<file path="src/rtl/alu_pkg.sv">
// Shared ALU definitions: logic-op encodings and the result-buffer occupancy states.
package alu_pkg;

    typedef logic [2:0] op_t;

    localparam op_t OP_AND   = 3'b000;
    localparam op_t OP_OR    = 3'b001;
    localparam op_t OP_NAND  = 3'b010;
    localparam op_t OP_NOR   = 3'b011;
    localparam op_t OP_XOR   = 3'b100;
    localparam op_t OP_XNOR  = 3'b101;
    localparam op_t OP_NOTA  = 3'b110;
    localparam op_t OP_PASSB = 3'b111;

    typedef enum logic [1:0] {
        ST_EMPTY = 2'd0,
        ST_ONE   = 2'd1,
        ST_FULL  = 2'd2
    } buf_state_t;

endpackage

</file>
<file path="src/rtl/logic_op_core.sv">
// Combinational bitwise op mux with zero/negative flags.
// With LOGIC_OP_PARITY_EN defined it also returns the XOR-reduction of the result.
module logic_op_core
    import alu_pkg::*;
#(
    parameter int WIDTH = 32
) (
    input  logic [WIDTH-1:0] a,
    input  logic [WIDTH-1:0] b,
    input  op_t              op,
    output logic [WIDTH-1:0] result,
    output logic             zero,
`ifdef LOGIC_OP_PARITY_EN
    output logic             parity,
`endif
    output logic             neg
);

    always_comb begin
        result = '0;
        case (op)
            OP_AND:   result = a & b;
            OP_OR:    result = a | b;
            OP_NAND:  result = ~(a & b);
            OP_NOR:   result = ~(a | b);
            OP_XOR:   result = a ^ b;
            OP_XNOR:  result = ~(a ^ b);
            OP_NOTA:  result = ~a;
            OP_PASSB: result = b;
            default:  result = '0;
        endcase
    end

    assign zero = (result == '0);
    assign neg  = result[WIDTH-1];
`ifdef LOGIC_OP_PARITY_EN
    assign parity = ^result;
`endif

endmodule

</file>
<file path="src/rtl/logic_op_stage.sv">
// Pipelined bitwise logic stage: valid/ready in, 2-entry skid buffer out, saturating op counter.
// Optional out_parity port and per-entry parity storage under LOGIC_OP_PARITY_EN.
module logic_op_stage
    import alu_pkg::*;
#(
    parameter int WIDTH = 32,
    parameter int CNT_W = 16
) (
    input  logic             clk,
    input  logic             rst_n,
    input  logic             in_valid,
    output logic             in_ready,
    input  logic [WIDTH-1:0] in_a,
    input  logic [WIDTH-1:0] in_b,
    input  logic [2:0]       in_op,
    output logic             out_valid,
    input  logic             out_ready,
    output logic [WIDTH-1:0] out_data,
    output logic             out_zero,
    output logic             out_neg,
`ifdef LOGIC_OP_PARITY_EN
    output logic             out_parity,
`endif
    output logic [CNT_W-1:0] op_count,
    output buf_state_t       state_dbg
);

    // A transfer happens on a clock edge when valid and ready are both high;
    // in_ready is registered so upstream never sees a path from out_ready.
    logic [WIDTH-1:0] res;
    logic             res_zero;
    logic             res_neg;

    buf_state_t       state_q, state_d;
    logic             in_ready_q, in_ready_d;
    logic [WIDTH-1:0] head_data_q, head_data_d, skid_data_q, skid_data_d;
    logic             head_zero_q, head_zero_d, skid_zero_q, skid_zero_d;
    logic             head_neg_q, head_neg_d, skid_neg_q, skid_neg_d;
    logic [CNT_W-1:0] cnt_q, cnt_d;
    logic             in_fire, out_fire;
`ifdef LOGIC_OP_PARITY_EN
    logic             res_parity;
    logic             head_par_q, head_par_d, skid_par_q, skid_par_d;
`endif

    logic_op_core #(.WIDTH(WIDTH)) u_core (
        .a      (in_a),
        .b      (in_b),
        .op     (op_t'(in_op)),
        .result (res),
        .zero   (res_zero),
`ifdef LOGIC_OP_PARITY_EN
        .parity (res_parity),
`endif
        .neg    (res_neg)
    );

    always_comb begin
        in_fire     = in_valid & in_ready_q;
        out_fire    = (state_q != ST_EMPTY) & out_ready;
        state_d     = state_q;
        head_data_d = head_data_q;
        head_zero_d = head_zero_q;
        head_neg_d  = head_neg_q;
        skid_data_d = skid_data_q;
        skid_zero_d = skid_zero_q;
        skid_neg_d  = skid_neg_q;
`ifdef LOGIC_OP_PARITY_EN
        head_par_d  = head_par_q;
        skid_par_d  = skid_par_q;
`endif
        case (state_q)
            ST_EMPTY: begin
                if (in_fire) begin
                    state_d     = ST_ONE;
                    head_data_d = res;
                    head_zero_d = res_zero;
                    head_neg_d  = res_neg;
`ifdef LOGIC_OP_PARITY_EN
                    head_par_d  = res_parity;
`endif
                end
            end
            ST_ONE: begin
                if (in_fire && out_fire) begin
                    head_data_d = res;
                    head_zero_d = res_zero;
                    head_neg_d  = res_neg;
`ifdef LOGIC_OP_PARITY_EN
                    head_par_d  = res_parity;
`endif
                end else if (in_fire) begin
                    state_d     = ST_FULL;
                    skid_data_d = res;
                    skid_zero_d = res_zero;
                    skid_neg_d  = res_neg;
`ifdef LOGIC_OP_PARITY_EN
                    skid_par_d  = res_parity;
`endif
                end else if (out_fire) begin
                    state_d = ST_EMPTY;
                end
            end
            ST_FULL: begin
                // in_ready is low here, so only the skid promotion can happen.
                if (out_fire) begin
                    state_d     = ST_ONE;
                    head_data_d = skid_data_q;
                    head_zero_d = skid_zero_q;
                    head_neg_d  = skid_neg_q;
`ifdef LOGIC_OP_PARITY_EN
                    head_par_d  = skid_par_q;
`endif
                end
            end
            default: state_d = ST_EMPTY;
        endcase
        in_ready_d = (state_d != ST_FULL);
        cnt_d      = (out_fire && (cnt_q != '1)) ? cnt_q + CNT_W'(1) : cnt_q;
    end

    always_ff @(posedge clk) begin
        if (!rst_n) begin
            state_q     <= ST_EMPTY;
            in_ready_q  <= 1'b1;
            head_data_q <= '0;
            head_zero_q <= 1'b1;
            head_neg_q  <= 1'b0;
            skid_data_q <= '0;
            skid_zero_q <= 1'b1;
            skid_neg_q  <= 1'b0;
            cnt_q       <= '0;
`ifdef LOGIC_OP_PARITY_EN
            head_par_q  <= 1'b0;
            skid_par_q  <= 1'b0;
`endif
        end else begin
            state_q     <= state_d;
            in_ready_q  <= in_ready_d;
            head_data_q <= head_data_d;
            head_zero_q <= head_zero_d;
            head_neg_q  <= head_neg_d;
            skid_data_q <= skid_data_d;
            skid_zero_q <= skid_zero_d;
            skid_neg_q  <= skid_neg_d;
            cnt_q       <= cnt_d;
`ifdef LOGIC_OP_PARITY_EN
            head_par_q  <= head_par_d;
            skid_par_q  <= skid_par_d;
`endif
        end
    end

    assign in_ready  = in_ready_q;
    assign out_valid = (state_q != ST_EMPTY);
    assign out_data  = head_data_q;
    assign out_zero  = head_zero_q;
    assign out_neg   = head_neg_q;
    assign op_count  = cnt_q;
    assign state_dbg = state_q;
`ifdef LOGIC_OP_PARITY_EN
    assign out_parity = head_par_q;
`endif

endmodule

</file>
<file path="config.mk">
export PLATFORM = sky130hd
export DESIGN_NAME = logic_op_stage
export DESIGN_NICKNAME = d
export VERILOG_FILES = /design/src/rtl/alu_pkg.sv /design/src/rtl/logic_op_core.sv /design/src/rtl/logic_op_stage.sv
export SDC_FILE = /design/constraint.sdc
export NUM_CORES = 1
export LEC_CHECK = 0
export CAP_MARGIN = 20
export CORE_MARGIN = 4
export CORE_UTILIZATION = 35
export DETAILED_ROUTE_END_ITERATION = 16
export GPL_TIMING_DRIVEN = 0
export SLEW_MARGIN = 20
export SYNTH_ARGS = -nofsm -noshare
export SYNTH_HDL_FRONTEND = slang
export SYNTH_SLANG_ARGS = --single-unit
</file>
<file path="constraint.sdc">
create_clock -name clk -period 10 [get_ports clk]
set_input_delay 2 -clock clk [delete_from_list [all_inputs] [get_ports clk]]
set_output_delay 2 -clock clk [all_outputs]
set_load 0.05 [all_outputs]
</file>
# Word level (Yosys, flattened, before mapping)
# Cells that the tools add are included.
dict set report word_totals {
  inputBits 71
  regBits 87
  latch_bits 0
  wordCells 62
  mem_bits_ro 0
  out_inout_bits 54
  memories 0
  mem_bits_rw 0
}
dict set report op_classes {
  multipliers 0
  n_addsub 1
  div 0
  magnitude_cmp 0
  n_reduce_logical 9
  bitwise 10
  eq_ne 14
  n_shift 0
  muxes 19
}
# cell n
set op_table {}
lappend op_table {{32-bit one-hot mux with 8 select lines} 1}
lappend op_table {{32-bit NOT} 4}
lappend op_table {{32-bit 2-to-1 mux} 3}
lappend op_table {{32-bit one-hot mux with 3 select lines} 1}
lappend op_table {{32-bit bitwise AND} 1}
lappend op_table {{32-bit zero test} 1}
lappend op_table {{32-bit OR} 1}
lappend op_table {{32-bit XOR} 1}
lappend op_table {{16-bit by 1-bit adder with 16-bit output (second input constant)} 1}
lappend op_table {{16-bit != test (second input constant)} 1}
lappend op_table {{3-bit equality test (second input constant)} 4}
lappend op_table {{2-bit 2-to-1 mux} 5}
lappend op_table {{2-bit != test (second input constant)} 4}
lappend op_table {{3-bit by 2-bit equality test with 1-bit output (second input constant)} 2}
lappend op_table {{1-bit 2-to-1 mux} 6}
lappend op_table {{1-bit one-hot mux with 3 select lines} 2}
lappend op_table {{2-bit one-hot mux with 3 select lines} 1}
lappend op_table {{4-bit AND reduction} 1}
lappend op_table {{3-bit by 1-bit equality test with 1-bit output (second input constant)} 1}
lappend op_table {{3-bit zero test} 1}
lappend op_table {{3-bit AND reduction} 1}
lappend op_table {{3-bit nonzero test} 1}
lappend op_table {{1-bit bitwise AND} 2}
lappend op_table {{2-bit by 1-bit equality test with 1-bit output (second input constant)} 1}
lappend op_table {{5 further kinds} 6}

# Depth between registers and ports, before layout
dict set report logic_depth {
  ltp_word 7
  mapped_depth 12
  depth_no_buf 10
}

# Cells and area by module
# A second synthesis with hierarchy kept.
dict set report hier_totals {
  hier_cells 914
  hier_area_um2 6986.7
}
# mod cells_each area_each_um2 seq_area_each_um2 n_inst
set modules_own_cells {}
lappend modules_own_cells {logic_op_stage 418 3643.5 1741.7 1}
lappend modules_own_cells {logic_op_core 496 3343.2 0.0 1}

# Worst setup path before layout
# OpenSTA, ideal clock, no wires.
dict set report synth_timing {
  path_type {input-to-reg}
  startpoint {input in_a[25]}
  endpoint {register head_zero_q (netlist: out_zero)}
  path_buffers 0
  t_arrival_ns 4.450
  path_slack_ns 5.454
  t_required_ns 9.904
  setup_time_ns 0.096
  cell_stages 9
  cell_sequence {inv_1 -> ha_1 -> nor2b_1 -> o311a_1 -> a311oi_2 -> nand4_1 -> or4_1 -> or4_4 -> o41ai_2}
}
dict set report synth_between {
  elab_chain_len 6
  word_cells_on_any_way 12
  cone_classes {mux (4); bitwise (7); reduce/logical (1)}
}
# item line_no
set synth_lines {}
lappend synth_lines {{start: declaration} logic_op_stage.sv:13} ;# input logic [WIDTH-1:0] in_a,
lappend synth_lines {{32-bit XOR (tied with other cells)} {logic_op_core.sv:26, logic_op_core.sv:27}}
lappend synth_lines {{32-bit NOT, on equally long branches} {logic_op_core.sv:27, logic_op_core.sv:24, logic_op_core.sv:25}}
lappend synth_lines {{32-bit one-hot mux with 8 select lines *} logic_op_core.sv:21} ;# case (op)
lappend synth_lines {{32-bit zero test *} logic_op_core.sv:34} ;# assign zero = (result == '0);
lappend synth_lines {{1-bit 2-to-1 mux, on equally long branches} {logic_op_stage.sv:85, logic_op_stage.sv:74}}
lappend synth_lines {{1-bit one-hot mux with 3 select lines *} logic_op_stage.sv:72} ;# case (state_q)
lappend synth_lines {{end signal: assignment} logic_op_stage.sv:141} ;# head_zero_q <= head_zero_d;
lappend synth_lines {{end: declaration} logic_op_stage.sv:37} ;# logic head_zero_q, head_zero_d, skid_zero_q, skid_zero_d;
# Every way passes the cells marked *; elsewhere a longest branch is shown, timed or not. The select of a mux whose other input is x is not followed.
# A chain may end at the register's enable or synchronous reset.

# Final worst setup path
dict set report layout_timing {
  startpoint {input in_op[1]}
  endpoint {register head_zero_q (netlist: out_zero)}
}
dict set report layout_between {
  elab_chain_len 5
  word_cells_on_any_way 13
  cone_classes {eq/ne (7); mux (4); reduce/logical (2)}
}
# item line_no
set layout_lines {}
lappend layout_lines {{start: declaration} logic_op_stage.sv:15} ;# input logic [2:0] in_op,
lappend layout_lines {{3-bit equality test (tied with other cells)} logic_op_core.sv:21}
lappend layout_lines {{32-bit one-hot mux with 8 select lines *} logic_op_core.sv:21}
lappend layout_lines {{32-bit zero test *} logic_op_core.sv:34}
lappend layout_lines {{1-bit 2-to-1 mux, on equally long branches} {logic_op_stage.sv:85, logic_op_stage.sv:74}}
lappend layout_lines {{1-bit one-hot mux with 3 select lines *} logic_op_stage.sv:72}
# Marks and branches as above.

==> key figures <==
Setup path
  – Critical Path Sink Type: flop
  – CP bufs+invs: 7
  – CP top delay family: buffers and inverters
  – WP data required: 10.24 ns
  – Crit-path cells: clkdlybuf4s50_1 > buf_6 > buf_8 > buf_6 > buf_2 > buf_2 > buf_2 > a21oi_1 > a221oi_1 > and4_1 > nand3_1 > o41ai_2
  – CP Launch Point: in_op[1]
  – Most frequent cell on the critical path: buf_2
  – Critical path's slowest cell: a221oi_1
  – Worst setup SP type: input port
  – Max incr delay on CP: 0.70 ns
  – R2R Path Start: state_dbg[1]$_SDFF_PN0_
  – Critical path fanouts, max: 10
  – Worst EP arrival: 5.48 ns
  – Crit Path Class: input port to flop

STA
  – Slew headroom: 43.2%
  – RSZ-0062 raised after global routing: no
  – PnR worst setup slack: 4.76 ns
  – Worst hold margin: just under 0.5 ns
  – Worst-Margin Slew: 0.853 ns
  – Final Hold Viols: 0
  – FMAX: ~190 MHz
  – Endpoints failing setup: 0
  – TNS Setup: 0 ns
  – Fin crit share: 52.4%
  – Minimum clock period: 5.24 ns
  – Max-slew violations: 0
  – Skew final: 0.00690 ns

Synthesis
  – Simple-gate area share of the yosys netlist: a little under a fifth
  – Netlist cell types: 54
  – Count leader, synth: inv_1
  – Synth area leaders: dfxtp_1 (25%), ha_1 (12%), a21oi_1 (5.8%)
  – Synth top area share: 24.8%
  – Synth Cell Area: 6860 um^2
  – Post-synth top cells: inv_1 (93), dfxtp_1 (85), a21oi_1 (79)
  – Number of synthesized flops with an enable pin: 0
  – Area leader, netlist: dfxtp_1
  – Largest family of logic cells by synthesized area: compound AO/OA/AOI/OAI gates
  – Syn avg cell area: 7.84 um^2
  – Synth async-reset ratio: 0%
  – Top FF cell, synth: dfxtp_1
  – Synth Warn #: 0
  – Syn_nets: 1,011
  – Post-Synthesis Cells: 875
  – Adder-Cell Fraction of Synth Area: 11.9%
  – Share of the yosys chip area belonging to registers: 24.8%
  – Post-synthesis mux area share: around 6.0%
  – Xor/xnor cell area share of the yosys netlist: 5.11%
  – FF+latch count, synth: 85
  – Compound-gate portion of the synthesized area: approximately 24%

Global route
  – Vias in the first global route: 6,212
  – GR Layer Usage met1: 24.0%
  – Met2 Track Usage GR: 30.9%
  – Overflow after GRT: 0
  – GRT Util Overall: 17.9%
  – Global Route met3 Usage: 2.61%
  – Initial antenna violation count: 0
  – GRT busiest layer: met2
  – Largest net degree at the start of global routing: 16
  – First-pass GRT wire length: 32,300 um

Clock tree
  – Clock Root Buffer: clkbuf_16
  – Post-CTS Setup Inserts: 0
  – Clock sink count: 85
  – Clk slew on worst S/H paths: 0.07 ns
  – TritonCTS Buffers: 9
  – Skew-Pair Late Insertion Delay: 0.33 ns
  – Post-CTS Hold Fix Bufs: 0
  – H-tree depth: 3
  – CTS tree: done
  – Number of gates resized after CTS: 0
  – Clk buf depth: 2

Power
  – Static Leak: 3.99 nW
  – Worst vdd ir: 0.0000745 V
  – PwrDens: 123 nW/um^2

Route
  – # DRC: 0
  – Remaining antenna violation count: 0
  – Routed len/inst: 15.5 um
  – Vias per std cell: 5.10
  – Overall routed net length: 19,800 um
  – DRT iter0 DRCs: approximately 330
  – Router iterations before antenna repair: 5
  – Vias: 6,488

Placed design
  – PortBufs: 122
  – Cell Area, Placed: 8410 um^2
  – Placed Instances: 1,257
  – HPWL after detailed placement: between 15,000 and 20,000 um
  – GP Congestion: 0.819
  – Place WS: between 4 and 5 ns

Cells and area
  – Finished Cell Area: 8720 um^2
  – Fillers: 1,952
  – Register area: 1700 um^2
  – Fin nets: 1,144
  – Cell Count, Final, Fillers Out: 1,273
  – Multi-input logic area: 4480 um^2
  – Area Overhead vs Synth: 27.0%
  – N_diodes: 0
  – Proportion of layout cells with a drive suffix above 1: between 6 and 7%

Die
  – Die span in y: ~150 um
  – I/O Pins: 125
  – Row cnt: 50
  – Starting Density: 36.1%
  – Die X: 148 um
  – Core Area: 19,000 um^2
  – Die area: 21,900 um^2

Worst hold path
  – Worst Hold Launch: skid_zero_q$_SDFFE_PN1P_
  – Hold Crit Class: flop to flop

Flow run
  – Maxcap violations: 0

Status
  – Status: complete, no violations
-- metal layers --
metal	vias up	wire length, um
met5	-	0
met4	0	223
met3	22	746
met2	139	9550
met1	3059	9240
li1	3268	-
-- metrics by stage --
step / utilization, % / power, mW
2_1_floorplan: - / 0.609
3_3_place_gp: 44.2 / 0.730
3_5_place_dp: 44.2 / 0.733
4_1_cts: 45.8 / 1.08
5_1_grt: 45.8 / 1.13
6_report: 45.8 / 1.07
-- cell type report --
type	instances	share of cell area, %
repair buffers	122	14.0
multi-input cells	634	51.4
inverters	94	4.05
clock inverters	6	0.804
well taps	260	3.73
clock buffers	10	2.74
plain buffers	62	3.70
flip-flops and latches	85	19.5
-- worst paths after layout --
check	slack [ns]	to	cells past startpoint
worst max-delay path	4.76	out_zero$_SDFFE_PN1P_	12
worst max register to register	7.67	out_data[17]$_SDFFE_PN0P_	8
worst min-delay path	0.50	skid_zero_q$_SDFFE_PN1P_	2
worst min register to register	0.50	skid_zero_q$_SDFFE_PN1P_	2
-- registers in the layout, summed over array words and instances (netlist names) --
register,flops
out_zero,1
op_count,16
skid_data_q,32
in_ready,1
skid_zero_q,1
out_data,32
state_dbg,2
-- power breakdown --
group          internal [mW]  switching [mW]  leakage, nW
Clock                  0.202           0.142        0.142
Combinational          0.143           0.209         3.15
Sequential             0.360          0.0135        0.694
-- cell families (layout without fill, tap and decap cells) --
| logic type | Yosys count | in the layout |
|---|---|---|
| multiplexers | 40 | 40 |
| adder cells (fa/ha/maj) | 65 | 65 |
| AO/OA/AOI/OAI | 236 | 236 |
| XOR/XNOR | 40 | 40 |
| flip-flops | 85 | 85 |
| AND/OR/NAND/NOR | 253 | 253 |
| buffers and inverters | 156 | 294 |
-- worst reg2reg max path: cells and delay by family, from the launching register on --
kind,cells,cell delay (ns)
and+or+nand+nor,3,0.34
buffers and inverters,2,0.97
AOI/OAI and AO/OA,3,0.53
DFF,1,0.45
-- placed cells by master, fill, tap and decap left out, types with 9 or more instances in the layout --
cell / Yosys / final
clkbuf_1: 32 / 32
nor2b_1: 58 / 58
clkbuf_16: 0 / 9
clkdlybuf4s50_1: 0 / 122
xnor2_1: 36 / 36
buf_2: 15 / 15
dfxtp_1: 85 / 85
mux2i_1: 32 / 32
ha_1: 65 / 65
and2_1: 18 / 18
nor2_1: 57 / 57
nand4_1: 13 / 13
a21oi_1: 79 / 79
inv_1: 93 / 93
nand2_1: 76 / 76
o211a_1: 36 / 36
a211oi_1: 33 / 33
o21ai_0: 30 / 30
(Power assumes the default switching activity.)
